$ cat config.mk
export PLATFORM = sky130hd
export DESIGN_NAME = mem_port_arbiter
export DESIGN_NICKNAME = d
export VERILOG_FILES = /design/src/rtl/mem_port_arbiter.sv
export SDC_FILE = /design/constraint.sdc
export NUM_CORES = 1
export LEC_CHECK = 0
export ABC_CLOCK_PERIOD_IN_PS = 2050
export BUFFER_PORTS_ARGS = -buffer_cell sky130_fd_sc_hd__clkbuf_2
export CAP_MARGIN = 40
export CORE_AREA = 2 2 107 109
export CTS_CLUSTER_SIZE = 8
export DETAILED_ROUTE_END_ITERATION = 8
export DIE_AREA = 0 0 109 111
export SLEW_MARGIN = 15
export SYNTH_ARGS = -nofsm -noshare
export SYNTH_HDL_FRONTEND = slang
export SYNTH_SLANG_ARGS = --single-unit
$ cat constraint.sdc
create_clock -name clk -period 2.05 [get_ports clk]
set_input_delay 0.41 -clock clk [delete_from_list [all_inputs] [get_ports clk]]
set_output_delay 0.41 -clock clk [all_outputs]
set_load 0.05 [all_outputs]
$ cat src/rtl/mem_port_arbiter.sv
// mem_port_arbiter: shares one single-outstanding memory bus between fetch (IF) and load/store (DM).
// Optional IF starvation guard enabled by defining ARB_IF_STARVE_GUARD_EN.
module mem_port_arbiter #(
    parameter int ADDR_W     = 32,
    parameter int DATA_W     = 32,
    parameter int STARVE_MAX = 4
) (
    input  logic                clk,
    input  logic                reset,
    input  logic                cpu_en,
    input  logic                if_req,
    input  logic [ADDR_W-1:0]   if_addr,
    input  logic                if_flush,
    output logic                if_gnt,
    output logic                if_rvalid,
    output logic [DATA_W-1:0]   if_rdata,
    input  logic                dm_req,
    input  logic                dm_we,
    input  logic [ADDR_W-1:0]   dm_addr,
    input  logic [DATA_W-1:0]   dm_wdata,
    input  logic [DATA_W/8-1:0] dm_be,
    output logic                dm_gnt,
    output logic                dm_rvalid,
    output logic [DATA_W-1:0]   dm_rdata,
    output logic                mem_req,
    output logic                mem_we,
    output logic [ADDR_W-1:0]   mem_addr,
    output logic [DATA_W-1:0]   mem_wdata,
    output logic [DATA_W/8-1:0] mem_be,
    input  logic                mem_gnt,
    input  logic                mem_rvalid,
    input  logic [DATA_W-1:0]   mem_rdata
);
    typedef enum logic [2:0] {IDLE, REQ_IF, REQ_DM, RSP_IF, RSP_DM} state_e;
    state_e state_q, state_d;
    logic   drop_q, drop_d;
    logic   idle, starved, pick_if, pick_dm, own_if, own_dm, rsp_done;
`ifdef ARB_IF_STARVE_GUARD_EN
    logic [2:0] cnt_q, cnt_d;
    assign starved = cnt_q >= 3'(STARVE_MAX);
    always_comb begin
        cnt_d = cnt_q;
        if (if_gnt || (idle && !if_req))
            cnt_d = 3'd0;
        else if (dm_gnt && if_req && cnt_q != 3'd7)
            cnt_d = cnt_q + 3'd1;
    end
    always_ff @(posedge clk or negedge reset)
        if (!reset) cnt_q <= 3'd0;
        else        cnt_q <= cnt_d;
`else
    assign starved = 1'b0;
`endif
    // Reset gates arbitration so every output reads 0 while reset is held.
    assign idle    = state_q == IDLE;
    assign pick_dm = reset && idle && cpu_en && dm_req && !(starved && if_req);
    assign pick_if = reset && idle && cpu_en && if_req && !pick_dm;
    assign own_if  = pick_if || state_q == REQ_IF;
    assign own_dm  = pick_dm || state_q == REQ_DM;
    assign rsp_done = (state_q == RSP_IF || state_q == RSP_DM) && mem_rvalid;
    assign mem_req   = own_if || own_dm;
    assign mem_we    = own_dm && dm_we;
    assign mem_addr  = own_dm ? dm_addr : own_if ? if_addr : '0;
    assign mem_wdata = own_dm ? dm_wdata : '0;
    assign mem_be    = own_dm ? dm_be : '0;
    assign if_gnt    = own_if && mem_gnt;
    assign dm_gnt    = own_dm && mem_gnt;
    assign if_rvalid = state_q == RSP_IF && mem_rvalid && !drop_q && !if_flush;
    assign dm_rvalid = state_q == RSP_DM && mem_rvalid;
    assign if_rdata  = if_rvalid ? mem_rdata : '0;
    assign dm_rdata  = dm_rvalid ? mem_rdata : '0;
    always_comb begin
        state_d = state_q;
        if (own_dm)
            state_d = mem_gnt ? RSP_DM : REQ_DM;
        else if (own_if)
            state_d = mem_gnt ? RSP_IF : REQ_IF;
        else if (rsp_done)
            state_d = IDLE;
    end
    // A killed fetch still completes on the bus; only its response is hidden.
    assign drop_d = (state_q == RSP_IF && mem_rvalid) ? 1'b0 :
                    drop_q | (if_flush && (state_q == REQ_IF || state_q == RSP_IF || (pick_if && mem_gnt)));
    always_ff @(posedge clk or negedge reset)
        if (!reset) begin
            state_q <= IDLE;
            drop_q  <= 1'b0;
        end else begin
            state_q <= state_d;
            drop_q  <= drop_d;
        end
endmodule
==> results_dict.tcl, run 1 <==
set metrics [dict create \
    dp_hpwl_um 6599 \
    clock_path_buffers 2 \
    grt_pass1_vias 2185 \
    place.gp.congestion 0.7903 \
    netlist.area_leader.share_pct 51.14 \
    synth_top_cell_by_area "and2_1" \
    fin_crit_sh_pct 108.5 \
    dpl.cell_count 591 \
    n_antenna_cell 0 \
    crit_fanout 8 \
    synth_xor_xnor_area_share_pct 0 \
    crit_path_cell_trace "and2b_2, nand2_4, nor4_4, buf_6, buf_6, and2_1, buf_8" \
    yosys-top-cells-count "and2_1 (103), a22o_1 (33), clkbuf_1 (8)" \
    dieWidth_um 109 \
    leakage_uw 0.002570 \
    mappedNetlistArea_sq_mm 0.001260 \
    stdcell_count 614 \
    start_kind "flop" \
    path_clk_slew_ns 0.03 \
    maxSlewHeadroom_pct 78.63 \
    final_core_util_pct 45.67 \
    die-height_um 111 \
    hold_buffers 0 \
    crit_top_cell "buf_6" \
    syn-num-nets 317 \
    slowest_delay_ns 0.44 \
    synth_top_family_by_area "simple AND/OR/NAND/NOR gates" \
    finalHoldViolations 0 \
    wire_per_inst_um 16.41 \
    drv_cap 0 \
    coreArea_sq_mm 0.01108 \
    rows 39 \
    violations "negative setup slack" \
    area_growth_pct 301.5 \
    wl_um 10080 \
    drive_gt1_share_pct 86.62 \
    p_per_area_mw_per_mm2 1271 \
    grt_setup_unrepaired "true" \
    grt_first_pass_wirelength_um 11270 \
    fill_cells 983 \
    viasPerCell 4.096 \
    postRouteAntennaNets 0 \
    status "finished with violations" \
    yosysMostFrequentCell "and2_1" \
    ys_ff_latch 4 \
    critPathArrivalTime_ns 1.81 \
    synthMuxAreaShare_pct 0 \
    antenna_found_initial 0 \
    drc 0 \
    fin_nets 614 \
    min_path_type "in -> async" \
    htree_levels 1 \
    avgSynthCellArea_sq_um 7.159 \
    cts_sinks 4 \
    synth_flop_cell "dfrtp_1" \
    finalCriticalPeriod_ns 2.225 \
    timing_worst_setup_path_type "reg -> out" \
    synthAdderAreaFrac_pct 0 \
    worst_clock_skew_ns 0.0007926 \
    cts_buffers 3 \
    first_pass_iters 4 \
    yosysWarnings 0 \
    dieArea_sq_mm 0.01210 \
    ys_seq_area_share_pct 7.944 \
    max_freq_mhz 449.5 \
    synthCells 176 \
    worstPathRequired_ns 1.64 \
    finalWorstSetupSlack_ns -0.1747 \
    root_buffer "clkbuf_16" \
    first_iter_violations 89 \
    final_max_slew_viol_count 0 \
    critPathSlowestCell "dfrtp_2" \
    peakVddDrop_mv 0.9038 \
    cts_tree "done" \
    critPathCaptureType "output port" \
    tightest_slew_ns 0.3184 \
    start_util_pct 11.37 \
    synth_edf_count 0 \
    pin_count 279 \
    yosys.area_share.simple_pct 57.30 \
    synth_cell_type_count 23 \
    portBuffers 278 \
    grt-ovfl-total 0 \
    async_flop_share_pct 100.0 \
    vias 2515 \
    grt_max_degree 48 \
    synth_area_leaders "and2_1 (51%), a22o_1 (23%), dfrtp_1 (7.9%)" \
    clk_latency_ns 0.23 \
    synth-compound-area-share_pct 26.51 \
    setup_viol 105 \
    grt_usage_pct 11.89 \
]
## worst paths after layout
check | cells after the start | end | startpoint | slack (ns)
setup / recovery | 7 | if_rdata[17] | state_q[2] | -0.17
hold / removal | 2 | state_q[1] | reset | 0.13
setup reg to reg | 6 | state_q[1] | state_q[0] | 0.33
hold reg to reg | 2 | drop_q | drop_q | 0.68
max in group asynchronous | 2 | state_q[2] | reset | 1.81
min in group clk | 3 | state_q[1] | mem_gnt | 0.53
## where the power goes
| part | internal (uW) | leakage, uW | switching [uW] |
|---|---|---|---|
| Sequential | 121 | 0.0000464 | 56.7 |
| Clock | 250 | 0.0000370 | 58.6 |
| Combinational | 2800 | 0.00249 | 3140 |
## layout make-up
| type | count | area [sq um] | share of cell area, % |
|---|---|---|---|
| Inverter | 2 | 7.507 | 0.1484 |
| Sequential cell | 4 | 101.3 | 2.003 |
| Clock buffer | 3 | 75.07 | 1.484 |
| Multi-Input combinational cell | 153 | 1434 | 28.35 |
| Timing Repair Buffer | 309 | 3262 | 64.48 |
| Tap cell | 143 | 178.9 | 3.537 |
## worst max-delay path: cells and delay by family (launching register included)
| kind | cells | cell delay (ns) |
|---|---|---|
| simple gates | 4 | 0.66 |
| buf+inv | 3 | 0.48 |
| flops | 1 | 0.44 |
## flip-flops by register name (all words and copies together) (netlist names)
name	cells
state_q	3
drop_q	1
## routing by layer
metal / GRT usage (%) / routed length [um] / up-vias
li1: - / - / 1192
met1: 12.07 / 3439 / 1132
met2: 23.27 / 5566 / 175
met3: 1.940 / 867 / 16
met4: 4.701 / 202 / 0
met5: 0 / 0 / -
## cell families (layout without fill, tap and decap cells)
family	after synthesis	after routing
AOI/OAI and AO/OA	39	39
buffers and inverters	19	314
DFF	4	4
and+or+nand+nor	114	114
## stage by stage
step	TNS [ns]	hold slack (ns)	area (sq um)	power, uW	setup WS (ns)
2_1_floorplan	0	0.1144	1274	2800	0.001765
3_3_place_gp	0	0.3222	3655	4701	0.04505
3_5_place_dp	0	0.3264	3655	4711	0.01963
4_1_cts	-7.221	0.09917	4239	5401	-0.1406
5_1_grt	-15.87	0.1373	5059	6639	-0.2262
6_report	-10.28	0.1256	5059	6428	-0.1747
## cells in the final DEF, fill, tap and decap left out, types with 2 or more instances in the layout
cell         n
and2_1      34
nor3_4       2
a22o_1      16
a22o_4      17
buf_12      58
and2_4      67
buf_4       35
nor4_4       2
buf_8       51
clkbuf_2   141
nor2_1       2
dfrtp_1      3
buf_6       17
clkbuf_16   10
and2_2       2
## what timing repair did
| action | in CTS | in global routing |
|---|---|---|
| gates resized for setup | 134 | 238 |
| setup endpoints to repair | 136 | 137 |
| pin swaps | 11 | 23 |
| cloned | 0 | 11 |
| setup buffers | 0 | 9 |
Note: power is estimated with default switching activity, not from simulation.
==> run 2: changes to the inputs <==
--- a/config.mk
+++ b/config.mk
@@ -9,9 +9,11 @@
 export BUFFER_PORTS_ARGS = -buffer_cell sky130_fd_sc_hd__clkbuf_2
 export CAP_MARGIN = 40
 export CORE_AREA = 2 2 107 109
+export CTS_BUF_LIST = sky130_fd_sc_hd__clkbuf_8
 export CTS_CLUSTER_SIZE = 8
 export DETAILED_ROUTE_END_ITERATION = 8
 export DIE_AREA = 0 0 109 111
+export RECOVER_POWER = 50
 export SLEW_MARGIN = 15
 export SYNTH_ARGS = -nofsm -noshare
 export SYNTH_HDL_FRONTEND = slang
==> run 2 against run 1 <==
  * The run still ends with negative setup slack left
  * Clock power down 44%
  * Die area unchanged
  * Global-route usage down 0.096 points
  * Sequential power down 3%
  * Critical path depth down 2
  * Clock-buffer cell count unchanged
  * Fmax down 0.62%
  * Final cell count up 2.4%
  * Sequential cell count unchanged
  * Routed wire length up 14%
  * Critical path type unchanged
==> results_dict.tcl, run 2 (same netlist as run 1, synthesis figures left out) <==
set metrics [dict create \
    path_clk_slew_ns 0.03 \
    grt_usage_pct 11.79 \
    root_buffer "clkbuf_8" \
    grt-ovfl-total 0 \
    postRouteAntennaNets 0 \
    tightest_slew_ns 0.2963 \
    slowest_delay_ns 0.43 \
    critPathArrivalTime_ns 1.83 \
    stdcell_count 629 \
    fin_crit_sh_pct 109.2 \
    cts_sinks 4 \
    dieArea_sq_mm 0.01210 \
    multiInputGateArea_sq_mm 0.001546 \
    viasPerCell 4.215 \
    final_common_cell "clkbuf_2" \
    fin_nets 629 \
    p_per_area_mw_per_mm2 1221 \
    clk_latency_ns 0.22 \
    maxSlewHeadroom_pct 80.18 \
    grt_setup_unrepaired "true" \
    dpl.cell_count 591 \
    timing_worst_setup_path_type "reg -> out" \
    finalWorstSetupSlack_ns -0.1886 \
    pin_count 279 \
    clock_path_buffers 2 \
    drv_cap 0 \
    final_max_slew_viol_count 0 \
    start_kind "flop" \
    area_growth_pct 337.9 \
    crit_family "compound AO/OA/AOI/OAI gates" \
    drc 0 \
    dp_hpwl_um 6599 \
    drive_gt1_share_pct 93.42 \
    critPathCaptureType "output port" \
    wl_um 11530 \
    crit_top_cell "a22o_4" \
    crit_path_cell_trace "and2b_2, a22o_4, clkbuf_16, a22o_4, buf_12" \
    htree_levels 1 \
    first_pass_iters 5 \
    n_antenna_cell 0 \
    rows 39 \
    coreArea_sq_mm 0.01108 \
    start_util_pct 11.37 \
    grt_first_pass_wirelength_um 11140 \
    final_core_util_pct 49.81 \
    portBuffers 278 \
    crit_fanout 7 \
    top_regs "state_q (3), drop_q (1)" \
    finalHoldViolations 0 \
    critPathBufInv 2 \
    place.gp.congestion 0.7903 \
    worstPathRequired_ns 1.64 \
    seqCellArea_sq_um 101.3 \
    wire_per_inst_um 18.33 \
    fill_cells 951 \
    min_path_type "in -> async" \
    grt_max_degree 48 \
    peakVddDrop_mv 0.9179 \
    violations "negative setup slack" \
    hold_buffers 0 \
    first_iter_violations 105 \
    layout_common_cells "clkbuf_2 (139), and2_4 (99), buf_8 (81), buf_12 (55)" \
    largest_reg_flops 3 \
    vias 2651 \
    finalPower_uw 6735 \
    die-height_um 111 \
    max_freq_mhz 446.7 \
    antenna_found_initial 0 \
    worst_clock_skew_ns 0.0002631 \
    finalCriticalPeriod_ns 2.239 \
    setup_viol 128 \
    critPathSlowestCell "dfrtp_1" \
    dieWidth_um 109 \
    status "finished with violations" \
    cts_tree "done" \
    grt_pass1_vias 2165 \
    leakage_uw 0.002765 \
    cts_buffers 3 \
    largest_register "state_q" \
]
==> run 2: changes by cell type in the layout (fill, tap and decap cells not counted), moves of 3 or more <==
cell and delta:
a22o_4 +4, and2_4 +32, buf_6 +4, a22o_1 -4, clkbuf_8 +3, buf_8 +30, buf_12 -3, buf_4 -22
and2_1 -30
==> run 2: area by class of cell <==
cell class              instances  share of cell area, %
clock buffers                   3                 0.7483
inverters                       2                 0.1361
multi-input cells             153                  28.03
flip-flops and latches          4                  1.837
well taps                     143                  3.243
repair buffers                324                  66.01
==> run 2: worst paths after layout <==
check                            from  slack (ns)      endpoint  cells after the start
setup / recovery           state_q[0]       -0.19  mem_addr[26]                      5
hold / removal                  reset        0.22    state_q[1]                      2
setup reg to reg           state_q[0]        0.37    state_q[1]                      5
hold reg to reg                drop_q        0.62        drop_q                      2
max in group asynchronous       reset        1.61    state_q[2]                      2
min in group clk             if_flush        0.53        drop_q                      3
==> run 2: what timing repair did <==
action                     CTS  global route
pin swaps                    9            68
resized for setup          133           331
setup endpoints to repair  136           137
buffers inserted             0            16
gates cloned                 0            19
==> run 2: report_power, final <==
group / internal (uW) / leakage [uW] / switching, uW
Combinational: 3090 / 0.00270 / 3300
Sequential: 121 / 0.0000464 / 51.8
Clock: 126 / 0.0000216 / 45.6
==> run 2: metrics by stage <==
step | hold slack [ns] | worst slack, ns | setup TNS [ns] | cell area (sq um)
CTS | 0.1029 | -0.1375 | -6.914 | 4203
global placement | 0.3222 | 0.04505 | 0 | 3655
global route | 0.2598 | -0.2260 | -20.98 | 5518
floorplan | 0.1144 | 0.001765 | 0 | 1274
finish | 0.2246 | -0.1886 | -13.84 | 5518
detailed placement | 0.3264 | 0.01963 | 0 | 3655
==> run 2: per-layer routing <==
metal | track usage (%) | share of wire [%] | wire length, um
met3 | 1.940 | 8.4 | 969
met4 | 4.701 | 2.8 | 323
met2 | 23.15 | 57 | 6521
met5 | 0 | 0 | 0
met1 | 11.89 | 32 | 3714
